File: src/rtl/pc_fetch_unit.sv
// pc_fetch_unit: owns the architectural PC, fetches words over a req/ack memory port, hands them to decode.
// Latency: FETCH -> ack (>=1 cycle after req) -> HOLD; best case one instruction every 3 cycles.
// Backpressure: a held instruction stays stable until instrValid && instrReady && !stall; no new fetch until then.
//
// Ports:
//   clk, rst            clock; asynchronous active-low reset
//   shouldUseNewPC,     redirect from the Branch unit; new pc = branchTo + 4
//   branchTo
//   stall               blocks decode acceptance
//   imemReq/imemAddr    fetch request (held until imemAck) and word-aligned address
//   imemAck/imemRdata   response strobe and fetched word
//   instr/instrPC/      instruction to decode, its address, and valid
//   instrValid/instrReady
//   fetchError          sticky timeout fault, cleared only by reset
//
// Build option: define MIPS_DELAY_SLOT_EN to deliver the instruction after a branch
// (delay slot) instead of squashing it; the redirect then takes effect on acceptance.

module pc_fetch_unit #(
  parameter logic [31:0] RESET_VECTOR   = 32'h0000_0000,
  parameter int          TIMEOUT_CYCLES = 16
) (
  input  logic        clk,
  input  logic        rst,
  input  logic        shouldUseNewPC,
  input  logic [31:0] branchTo,
  input  logic        stall,
  output logic        imemReq,
  output logic [31:0] imemAddr,
  input  logic        imemAck,
  input  logic [31:0] imemRdata,
  output logic [31:0] instr,
  output logic [31:0] instrPC,
  output logic        instrValid,
  input  logic        instrReady,
  output logic        fetchError
);

  localparam logic [1:0] S_IDLE  = 2'd0;
  localparam logic [1:0] S_FETCH = 2'd1;
  localparam logic [1:0] S_HOLD  = 2'd2;
  localparam logic [1:0] S_ERROR = 2'd3;

  localparam int            CW      = $clog2(TIMEOUT_CYCLES + 1);
  localparam logic [CW-1:0] TO_LAST = CW'(TIMEOUT_CYCLES - 1);

  logic [1:0]    state, state_n;
  logic [31:0]   pc, pc_n;
  logic [31:0]   instr_n, ipc_n;
  logic          ivld_n, err_n;
  logic          squash, squash_n;
  logic [CW-1:0] tcnt, tcnt_n;
  // gap forces imemReq low for one cycle after a dropped response so the
  // memory sees a fresh request at the redirected address.
  logic          gap, gap_n;
  // addr_hold keeps imemAddr frozen while a request is outstanding; a redirect
  // moves pc but cannot retarget a request already presented to memory.
  logic          addr_hold;
  logic [31:0]   req_addr;

  logic          ack, accept, drop;
  logic [31:0]   redirect_pc;

`ifdef MIPS_DELAY_SLOT_EN
  logic          pend, pend_n;
  logic [31:0]   ptgt, ptgt_n;
`endif

  assign imemReq     = (state == S_FETCH) && !gap;
  assign imemAddr    = addr_hold ? req_addr : {pc[31:2], 2'b00};
  assign ack         = imemReq && imemAck;
  assign accept      = (state == S_HOLD) && instrValid && instrReady && !stall;
  assign redirect_pc = branchTo + 32'd4;

`ifdef MIPS_DELAY_SLOT_EN
  assign drop = 1'b0;
`else
  // A response is discarded if it belongs to a squashed request or a redirect
  // arrives in the same cycle as the ack.
  assign drop = squash || shouldUseNewPC;
`endif

  always_comb begin
    state_n  = state;
    pc_n     = pc;
    instr_n  = instr;
    ipc_n    = instrPC;
    ivld_n   = instrValid;
    err_n    = fetchError;
    squash_n = squash;
    tcnt_n   = tcnt;
    gap_n    = 1'b0;
`ifdef MIPS_DELAY_SLOT_EN
    pend_n   = pend;
    ptgt_n   = ptgt;
`endif

    case (state)
      S_IDLE: begin
        state_n = S_FETCH;
        tcnt_n  = '0;
        if (shouldUseNewPC) pc_n = redirect_pc;
      end

      S_FETCH: begin
        if (ack) begin
          tcnt_n = '0;
          if (drop) begin
            squash_n = 1'b0;
            gap_n    = 1'b1;
          end else begin
            instr_n = imemRdata;
            ipc_n   = {pc[31:2], 2'b00};
            ivld_n  = 1'b1;
            pc_n    = pc + 32'd4;
            state_n = S_HOLD;
          end
        end else if (tcnt == TO_LAST) begin
          state_n  = S_ERROR;
          err_n    = 1'b1;
          ivld_n   = 1'b0;
          squash_n = 1'b0;
        end else begin
          tcnt_n = tcnt + CW'(1);
`ifndef MIPS_DELAY_SLOT_EN
          // Only a request actually on the bus needs its response squashed.
          if (shouldUseNewPC && imemReq) squash_n = 1'b1;
`endif
        end
`ifdef MIPS_DELAY_SLOT_EN
        if (shouldUseNewPC) begin
          pend_n = 1'b1;
          ptgt_n = branchTo;
        end
`else
        if (shouldUseNewPC) pc_n = redirect_pc;
`endif
      end

      S_HOLD: begin
        if (accept) begin
          ivld_n  = 1'b0;
          state_n = S_FETCH;
          tcnt_n  = '0;
        end
`ifdef MIPS_DELAY_SLOT_EN
        if (accept && (shouldUseNewPC || pend)) begin
          pc_n   = (shouldUseNewPC ? branchTo : ptgt) + 32'd4;
          pend_n = 1'b0;
        end else if (shouldUseNewPC) begin
          pend_n = 1'b1;
          ptgt_n = branchTo;
        end
`else
        if (shouldUseNewPC) begin
          pc_n    = redirect_pc;
          ivld_n  = 1'b0;
          state_n = S_FETCH;
          tcnt_n  = '0;
        end
`endif
      end

      default: begin
        // S_ERROR: terminal until reset; redirects ignored.
      end
    endcase
  end

  always_ff @(posedge clk or negedge rst) begin
    if (!rst) begin
      state      <= S_IDLE;
      pc         <= RESET_VECTOR;
      instr      <= '0;
      instrPC    <= '0;
      instrValid <= 1'b0;
      fetchError <= 1'b0;
      squash     <= 1'b0;
      tcnt       <= '0;
      gap        <= 1'b0;
      addr_hold  <= 1'b0;
      req_addr   <= '0;
`ifdef MIPS_DELAY_SLOT_EN
      pend       <= 1'b0;
      ptgt       <= '0;
`endif
    end else begin
      state      <= state_n;
      pc         <= pc_n;
      instr      <= instr_n;
      instrPC    <= ipc_n;
      instrValid <= ivld_n;
      fetchError <= err_n;
      squash     <= squash_n;
      tcnt       <= tcnt_n;
      gap        <= gap_n;
      addr_hold  <= imemReq && !imemAck && (state_n == S_FETCH);
      req_addr   <= imemAddr;
`ifdef MIPS_DELAY_SLOT_EN
      pend       <= pend_n;
      ptgt       <= ptgt_n;
`endif
    end
  end

endmodule

File: config.mk
export PLATFORM = sky130hd
export DESIGN_NAME = pc_fetch_unit
export DESIGN_NICKNAME = d
export VERILOG_FILES = /design/src/rtl/pc_fetch_unit.sv
export SDC_FILE = /design/constraint.sdc
export NUM_CORES = 1
export LEC_CHECK = 0
export CORE_UTILIZATION = 35
export DETAILED_ROUTE_END_ITERATION = 8
export GPL_ROUTABILITY_DRIVEN = 0
export MAX_ROUTING_LAYER = met4
export PLACE_DENSITY_LB_ADDON = 0.12
export SYNTH_ARGS = -nofsm -noshare
export SYNTH_HDL_FRONTEND = slang
export SYNTH_SLANG_ARGS = --single-unit
File: constraint.sdc
create_clock -name clk -period 4 [get_ports clk]
set_input_delay 0.6 -clock clk [delete_from_list [all_inputs] [get_ports clk]]
set_output_delay 0.6 -clock clk [all_outputs]
set_load 0.05 [all_outputs]
==> results of run 1 <==
-- layout by cell type, fill, tap and decap left out, types with 6 or more instances in the layout --
cell type | Yosys | final
a21oi_1 | 26 | 26
a31oi_1 | 8 | 8
and3_1 | 10 | 10
buf_4 | 2 | 8
clkbuf_16 | 0 | 17
clkdlybuf4s50_1 | 0 | 163
dfrtp_1 | 136 | 136
mux2_2 | 28 | 28
nand2_1 | 222 | 222
nand3_1 | 17 | 17
nand4_1 | 22 | 22
nor2_1 | 28 | 28
nor3_1 | 11 | 11
o21ai_0 | 33 | 33
o22ai_1 | 6 | 6
xnor2_1 | 8 | 8
xor2_1 | 19 | 19
-- registers in the layout, summed over array words and instances, names as in the netlist --
| signal | count |
|---|---|
| pc | 30 |
| req_addr | 32 |
| instr | 32 |
| state | 2 |
| squash | 1 |
| fetchError | 1 |
| instrPC | 30 |
| tcnt | 5 |
| gap | 1 |
| addr_hold | 1 |
| instrValid | 1 |
-- final timing paths --
| check | to | cells past startpoint | slack, ns |
|---|---|---|---|
| setup / recovery | imemAddr[29] | 3 | 0.88 |
| min in group clk | fetchError | 1 | 0.47 |
| max in group asynchronous | req_addr[23] | 2 | 2.69 |
| hold / removal | instr[2] | 1 | 0.31 |
| setup reg to reg | pc[31] | 5 | 1.54 |
| hold reg to reg | fetchError | 1 | 0.47 |
-- per-stage QoR --
step / area (sq um) / hold slack (ns) / utilization (%)
2_1_floorplan: 6450 / 0.304 / -
3_3_place_gp: 8310 / 0.448 / 46.1
3_5_place_dp: 8310 / 0.454 / 46.1
4_1_cts: 8870 / 0.353 / 49.2
5_1_grt: 8870 / 0.385 / 49.2
6_report: 8870 / 0.307 / 49.2
-- layer usage --
| layer | up-vias | share of wire (%) | GRT usage [%] |
|---|---|---|---|
| li1 | 2710 | - | - |
| met1 | 2648 | 44 | 25.5 |
| met2 | 207 | 47 | 32.0 |
| met3 | 31 | 6.5 | 4.71 |
| met4 | 0 | 2.2 | 7.37 |
| met5 | - | 0 | - |
-- area by class of cell --
cell class | instances | area share [%]
clock buffer | 21 | 5.19
clock inverter | 8 | 1.13
inverter | 3 | 0.127
multi-input combinational | 520 | 32.5
sequential | 136 | 38.4
tap | 229 | 3.23
timing repair buffer | 173 | 19.4
-- worst max-delay path, delay by kind of cell (launching register included) --
family                 cells  cell delay, ns
buffers and inverters      2            0.98
multiplexers               1            0.36
flip-flops                 1            0.74
-- logic make-up (layout without fill, tap and decap cells) --
kind of cell / Yosys count / after routing / synth area share [%]
compound gates: 106 / 106 / 10.2
xor+xnor: 27 / 27 / 3.67
buf+inv: 38 / 205 / 2.66
mux: 29 / 29 / 5.04
other cells: 1 / 2 / 0.0582
fa+ha+maj: 4 / 4 / 0.776
simple gates: 352 / 352 / 24.8
flops: 136 / 136 / 52.8
-- power by group through the flow --
stage,Sequential [mW],Combinational (mW),Clock [mW]
3_5_place_dp,2.53,4.31,0
5_1_grt,2.60,4.58,1.62
3_3_place_gp,2.50,4.27,0
2_1_floorplan,3.38,1.95,0
6_report,2.51,4.29,1.52
4_1_cts,2.51,4.33,1.56
==> impl_metrics.csv, run 1 <==
group,metric,value,unit
sta,rsz0062_at_grt,"false",
pwr,power.density,938,nW/um^2
pwr,p_seq_share,30.2,%
routing,firstDrtPassIters,7,
floorplanning,core_area,18000,sq um
routing,ant_nets,0,
pwr,leakage,3.82,nW
sta,fmax,320,MHz
grt,grt-ovfl-total,0,
sta,finalHoldViolCount,0,
floorplanning,die_area,19000,sq um
sta,min_period_over_period,78.1,%
placement,place_ws,0.858,ns
pwr,switching_share,47.1,%
yosys,seq_area_frac_synth,52.8,%
yosys,synthTopCellsByCount,"nand2_1, dfrtp_1, o21ai_0",
pwr,p_comb_share,51.6,%
layout,antenna_cells,0,
sta,slew_viol_final,0,
yosys,synthArstFlopShare,100,%
worst_setup_path,worstPathCellList,"buf_12, mux2_2, clkdlybuf4s50_1",
grt,grt_start_max_net_pins,107,
worst_hold_path,worstHoldPathType,"in -> async",
layout,drive_above_1_share,8.94,%
worst_setup_path,crit_fanout,24,
routing,drtIter0Drc,326,
yosys,synth.most_common_cell,"nand2_1",
cts,cts_resized,0,
grt,grt_pass1_wl,28600,microns
worst_setup_path,worstPathRequired,3.40,ns
floorplanning,num_rows,49,
worst_setup_path,worst_path_max_delay_cell,"dfrtp_1",
cts,numCtsBuffers,17,
yosys,synth-edff-count,0,
yosys,synth.area.top_cells,"dfrtp_1, nand2_1, mux2_2, xor2_1, o21ai_0",
cts,cts_hold_buffers,0,
cts,cts.clk_slew.worst_paths,0.06,ns
placement,port_buffers,164,
routing,wl_per_cell,16.3,microns
grt,grt_use_total,20.3,%
sta,slew-limit-headroom,30.3,%
cts,cts_root_buffer,"clkbuf_16",
floorplanning,die_h,138,microns
grt,antenna_found_initial,0,
floorplanning,fp.dieW,138,microns
routing,via_per_inst,5.13,
routing,drcViolationCount,0,
layout,final_cells,1090,
layout,fillers,1670,
pwr,worst_ir_drop_vdd,0.524,mV
floorplanning,ioPinCount,169,
cts,cts_buffer_depth,2,
flow_run,maxCapViolations,0,
floorplanning,start_util,35.8,%
sta,setup_ws,0.877,ns
routing,vias,5596,
sta,min_period,3.12,ns
cts,cts_setup_buffers,0,
worst_setup_path,reg2reg_from,"pc[2]",
worst_setup_path,crit_start,"addr_hold",
cts,clk_latency,0.42,ns
placement,hpwl,12100,microns
yosys,synth_largest_area_cell,"dfrtp_1",
yosys,synthesis.area,6450,sq um
yosys,ys_seq_elements,136,
grt,grt_pass1_vias,5579,
placement,dp_cells,1061,
pwr,total_power,8.31,mW
routing,wl,17800,microns
cts,htreeDepth,4,
yosys,synthCells,693,
cts,cts_sinks,136,
outcome,outcome,"finished clean",
layout,synthToLayoutAreaGrowth,37.5,%
yosys,synthDominantCellAreaShare,52.8,%
layout,final-seq-area,3400,sq um
layout,multi_input_area,2880,sq um
yosys,ys_warn_count,0,
pwr,power.internal,4.40,mW
yosys,synth_flop_cell,"dfrtp_1",
worst_setup_path,worstSetupStartpointType,"flip-flop",
worst_setup_path,critPathMaxStageDelay,0.74,ns
yosys,ys_types,59,
sta,worst_pin_slew,1.04,ns
pwr,pwr-share-clk,18.2,%
sta,finalClockSkew,0.00718,ns
cts,cts_tree,"yes",
layout,final_nets,925,
pwr,p_switching,3.91,mW
sta,setup_viol,0,
worst_setup_path,critical_path_class,"reg -> out",
worst_setup_path,end_kind,"primary output",
yosys,syn_avg_cell_area,9.31,sq um
worst_setup_path,arrival,2.52,ns
sta,fin_tns_setup,0,ns
(Power assumes the default switching activity.)
==> run 2: changes to the inputs <==
- clock period: 4 -> 3.15 ns (I/O delays scaled with it)
==> run 2 against run 1 <==
  * Combinational power up 26%
  * Worst setup slack worse by 0.39 ns
  * Cell area barely moved
  * Critical endpoint is now imemReq
  * First-iteration DRC count rose by 4.0%
  * Non-clock buffer count up 13
  * Global-route usage increased by 0.90 points
  * Via count is 1.5% higher
  * Critical path depth did not move
==> impl_metrics.csv, run 2 (synthesized netlist as in run 1, its figures left out) <==
group,metric,value,unit
cts,cts.clk_slew.worst_paths,0.06,ns
pwr,p_switching,5.00,mW
flow_run,maxCapViolations,0,
cts,cts_root_buffer,"clkbuf_16",
layout,final_nets,938,
worst_setup_path,worst_path_max_delay_cell,"clkdlybuf4s50_1",
cts,htreeDepth,4,
pwr,total_power,10.4,mW
placement,port_buffers,164,
layout,antenna_cells,0,
pwr,power.internal,5.41,mW
worst_setup_path,arrival,2.19,ns
floorplanning,start_util,35.8,%
layout,multi_input_area,2880,sq um
worst_setup_path,cp.buffers_inverters,1,
sta,fin_tns_setup,0,ns
sta,fmax,376,MHz
worst_setup_path,reg2reg_from,"pc[2]",
floorplanning,die_h,138,microns
layout,final-seq-area,3400,sq um
worst_setup_path,crit_start,"state[0]",
cts,cts_setup_buffers,0,
cts,cts_tree,"yes",
pwr,pwr-share-clk,17.3,%
worst_hold_path,worstHoldPathType,"in -> async",
floorplanning,ioPinCount,169,
routing,firstDrtPassIters,5,
routing,wl_per_cell,16.8,microns
cts,cts_resized,0,
grt,antenna_found_initial,0,
sta,min_period,2.66,ns
pwr,p_seq_share,30.7,%
sta,slew_viol_final,0,
pwr,p_comb_share,52.0,%
worst_setup_path,worstPathRequired,2.68,ns
worst_setup_path,reg2regPathDepth,6,
worst_setup_path,critPathMaxStageDelay,0.83,ns
pwr,power.density,1170,nW/um^2
sta,setup_viol,0,
floorplanning,core_area,18000,sq um
cts,cts_hold_buffers,0,
cts,cts_sinks,136,
routing,wl,18600,microns
layout,synthToLayoutAreaGrowth,37.4,%
grt,grt_use_total,21.2,%
floorplanning,num_rows,49,
sta,slew-limit-headroom,48.2,%
pwr,worst_ir_drop_vdd,0.610,mV
routing,vias,5682,
outcome,outcome,"finished clean",
routing,via_per_inst,5.14,
pwr,switching_share,48.0,%
floorplanning,fp.dieW,138,microns
cts,numCtsBuffers,17,
worst_setup_path,critical_path_class,"reg -> out",
worst_setup_path,reg2reg_slack,0.83,ns
worst_setup_path,worstPathCellList,"nand2b_1, nor2_1, clkdlybuf4s50_1",
cts,cts_buffer_depth,2,
grt,grt_pass1_wl,29700,microns
worst_setup_path,r2r-end,"pc[26]",
sta,worst_pin_slew,0.777,ns
worst_setup_path,crit_fanout,10,
worst_setup_path,end_kind,"primary output",
placement,hpwl,13300,microns
sta,finalClockSkew,0.00825,ns
worst_setup_path,worstSetupStartpointType,"flip-flop",
layout,final_common_cell,"nand2_1",
sta,finalHoldViolCount,0,
routing,ant_nets,0,
grt,grt-ovfl-total,0,
layout,drive_above_1_share,14.2,%
sta,min_period_over_period,84.5,%
pwr,leakage,3.90,nW
layout,reg.largest.list,"instr (32), req_addr (32)",
grt,grt_pass1_vias,5778,
routing,drcViolationCount,0,
layout,layout_common_cells,"nand2_1, dfrtp_1, clkdlybuf4s50_1",
cts,clk_latency,0.42,ns
layout,fillers,1698,
grt,grt_start_max_net_pins,74,
routing,drtIter0Drc,339,
worst_setup_path,path_delay_family,"buffers and inverters",
sta,rsz0062_at_grt,"false",
floorplanning,die_area,19000,sq um
==> run 2: worst reg2reg max path, cell delays in order (launching register included) <==
cell	delay (ns)
dfrtp_1	0.48
ha_1	0.26
nand3_2	0.22
or4_4	0.67
nor4_1	0.31
o21a_1	0.16
o21ai_0	0.08
==> run 2: how the worst max path moves through the flow <==
stage | depth (start not counted) | end | slack (ns)
after floorplan | 3 | imemAddr[6] | 0.81
after global placement | 6 | pc[31] | 0.54
after detailed placement | 7 | pc[10] | 0.52
after CTS | 3 | imemReq | 0.48
after global routing | 3 | imemReq | 0.38
final | 3 | imemReq | 0.49
==> run 2: routing by layer <==
layer  GRT usage (%)  vias to the layer above  wire [microns]
met5               -                        -               0
met4            8.27                        0             360
met3            4.27                       28            1120
met2            33.9                      210            8840
met1            26.3                     2709            8240
li1                -                     2735               -
==> run 2: layout make-up <==
type / instances / share of cell area (%)
clock buffers: 23 / 5.51
flip-flops and latches: 136 / 38.4
clock inverters: 8 / 0.537
well taps: 229 / 3.23
multi-input cells: 520 / 32.5
repair buffers: 186 / 19.6
inverters: 3 / 0.127
==> run 2: through the flow <==
stage,utilization [%],hold slack (ns),worst slack (ns),std cells,instance area [sq um]
3_3_place_gp,46.2,0.457,0.542,1074,8320
3_5_place_dp,46.2,0.453,0.520,1074,8320
5_1_grt,49.2,0.116,0.383,1105,8860
2_1_floorplan,-,0.177,0.811,694,6450
6_report,49.2,0.0666,0.487,1105,8860
4_1_cts,49.2,0.0853,0.480,1105,8860
==> run 2: power by group through the flow <==
stage | registers [mW] | clock network, mW | logic (mW)
floorplan | 4.29 | 0 | 2.48
global placement | 3.17 | 0 | 5.36
detailed placement | 3.22 | 0 | 5.44
CTS | 3.20 | 1.86 | 5.46
global route | 3.32 | 1.93 | 5.77
finish | 3.20 | 1.80 | 5.41
==> run 3: changes to the inputs <==
- clock period: 3.15 -> 2.2 ns (I/O delays scaled with it)
==> run 3 against run 2 <==
  * Clock skew up 0.00058 ns
  * Sequential power up 39%
  * Global-route usage down 0.42 points
  * Wire length down 1.2%
  * Clock power up 49%
  * Worst setup slack worse by 0.30 ns
  * Largest power group unchanged
==> impl_metrics.csv, run 3 (synthesized netlist as in run 1, its figures left out) <==
group,metric,value,unit
floorplanning,core_area,18000,sq um
placement,dp_cells,1113,
routing,drcViolationCount,0,
layout,final-seq-area,3400,sq um
pwr,switching_share,45.1,%
worst_setup_path,critPathMaxStageDelay,0.57,ns
layout,drive_above_1_share,17.6,%
floorplanning,num_rows,49,
sta,setup_viol,0,
layout,fin_area,9620,sq um
grt,grt-ovfl-total,0,
grt,grt_pass1_vias,5718,
floorplanning,start_util,35.8,%
pwr,pwr-share-clk,16.4,%
cts,cts_tree,"yes",
layout,multi_input_area,2880,sq um
cts,numCtsBuffers,17,
pwr,worst_ir_drop_vdd,1.07,mV
routing,firstDrtPassIters,6,
cts,cts_sinks,136,
worst_setup_path,crit_fanout,7,
routing,wl,18300,microns
cts,cts_root_buffer,"clkbuf_16",
pwr,power.internal,8.99,mW
worst_setup_path,arrival,2.27,ns
sta,finalHoldViolCount,0,
routing,drtIter0Drc,322,
sta,min_period,2.01,ns
sta,slew_viol_final,0,
pwr,p_seq_share,27.1,%
worst_setup_path,worst_path_max_delay_cell,"or4b_4",
layout,final_common_cell,"nand2_1",
floorplanning,ioPinCount,169,
worst_setup_path,worstPathCellList,"or4b_4, or2_4, buf_12, nor3_2, a221oi_1",
cts,cts_buffer_depth,2,
floorplanning,fp.dieW,138,microns
layout,layout_common_cells,"nand2_1, dfrtp_1, clkdlybuf4s50_1",
worst_hold_path,worstHoldPathType,"in -> reg",
grt,grt_start_max_net_pins,61,
sta,min_period_over_period,91.4,%
layout,reg.largest.list,"instr (32), req_addr (32)",
cts,cts.clk_slew.worst_paths,0.06,ns
pwr,p_comb_share,56.5,%
cts,htreeDepth,4,
grt,grt_use_met2,32.9,%
layout,fin_util,53.4,%
layout,fillers,1641,
worst_setup_path,reg2reg_slack,0.19,ns
floorplanning,die_area,19000,sq um
flow_run,maxCapViolations,0,
layout,final_cells,1145,
worst_setup_path,path_delay_family,"simple AND/OR/NAND/NOR gates",
sta,rsz0062_at_grt,"false",
floorplanning,die_h,138,microns
pwr,power.density,1700,nW/um^2
grt,use_met3,3.94,%
pwr,leakage,4.25,nW
cts,clk_latency,0.41,ns
sta,fmax,497,MHz
placement,port_buffers,164,
worst_setup_path,cp.buffers_inverters,1,
grt,use_met1,26.6,%
placement,placed_area,9060,sq um
sta,finalClockSkew,0.00883,ns
grt,grt_use_total,20.8,%
pwr,total_power,16.4,mW
layout,final_nets,978,
grt,grt_pass1_wl,29300,microns
grt,grt_busiest_layer,"met2",
routing,ant_nets,0,
routing,wl_per_cell,16.0,microns
grt,antenna_found_initial,0,
outcome,outcome,"finished clean",
worst_setup_path,critical_path_class,"reg -> reg",
routing,via_per_inst,5.05,
pwr,p_switching,7.39,mW
layout,synthToLayoutAreaGrowth,49.2,%
worst_setup_path,worstSetupStartpointType,"flip-flop",
cts,cts_resized,0,
placement,hpwl,13400,microns
routing,vias,5780,
sta,worst_pin_slew,0.593,ns
worst_setup_path,end_kind,"flip-flop",
layout,antenna_cells,0,
sta,slew-limit-headroom,60.4,%
worst_setup_path,worstPathRequired,2.46,ns
run 3: area by class of cell:
class | instances | area share [%]
multi-input cells | 520 | 30.0
clock inverters | 9 | 1.07
well taps | 229 | 2.98
inverters | 3 | 0.117
flip-flops and latches | 136 | 35.4
repair buffers | 226 | 25.9
clock buffers | 22 | 4.62
run 3: path summary, 6_finish.rpt:
| kind | cells after the start | startpoint | to |
|---|---|---|---|
| max | 5 | state[1] | pc[29] |
| min | 3 | imemRdata[0] | instr[0] |
| max reg2reg | 5 | state[1] | pc[29] |
| min reg2reg | 1 | fetchError | fetchError |
| max in group asynchronous | 3 | rst | instrPC[29] |
| min in group asynchronous | 2 | rst | instr[2] |
run 3: worst min-delay path, stage by stage:
cell and delay (ns):
clkdlybuf4s50_1 0.40, nand2_1 0.05, nand2_1 0.04
run 3: routing by layer:
layer  vias up  routed length [microns]
li1       2817                        -
met1      2716                     8160
met4         0                      322
met3        37                     1110
met2       210                     8760
met5         -                        0
run 3: timing repair:
item                                   4_1_cts  5_1_grt
hold buffers                                 1        0
setup buffers                                0        0
endpoints found under the hold margin       58        0
run 3: power by group through the flow:
| stage | clock network, mW | logic [mW] | registers, mW |
|---|---|---|---|
| 3_3_place_gp | 0 | 9.19 | 4.42 |
| 3_5_place_dp | 0 | 9.29 | 4.47 |
| 6_report | 2.68 | 9.25 | 4.44 |
| 4_1_cts | 2.75 | 9.32 | 4.44 |
| 2_1_floorplan | 0 | 3.55 | 6.15 |
| 5_1_grt | 2.87 | 9.82 | 4.60 |
run 3: stage by stage:
stage               worst slack [ns]  setup TNS [ns]  hold WS, ns
floorplan                    0.00366               0       0.0344
global placement             -0.0733          -0.927        0.341
detailed placement           -0.0999           -1.83        0.348
CTS                            0.192               0        0.432
global route                  0.0693               0        0.450
finish                         0.190               0        0.450
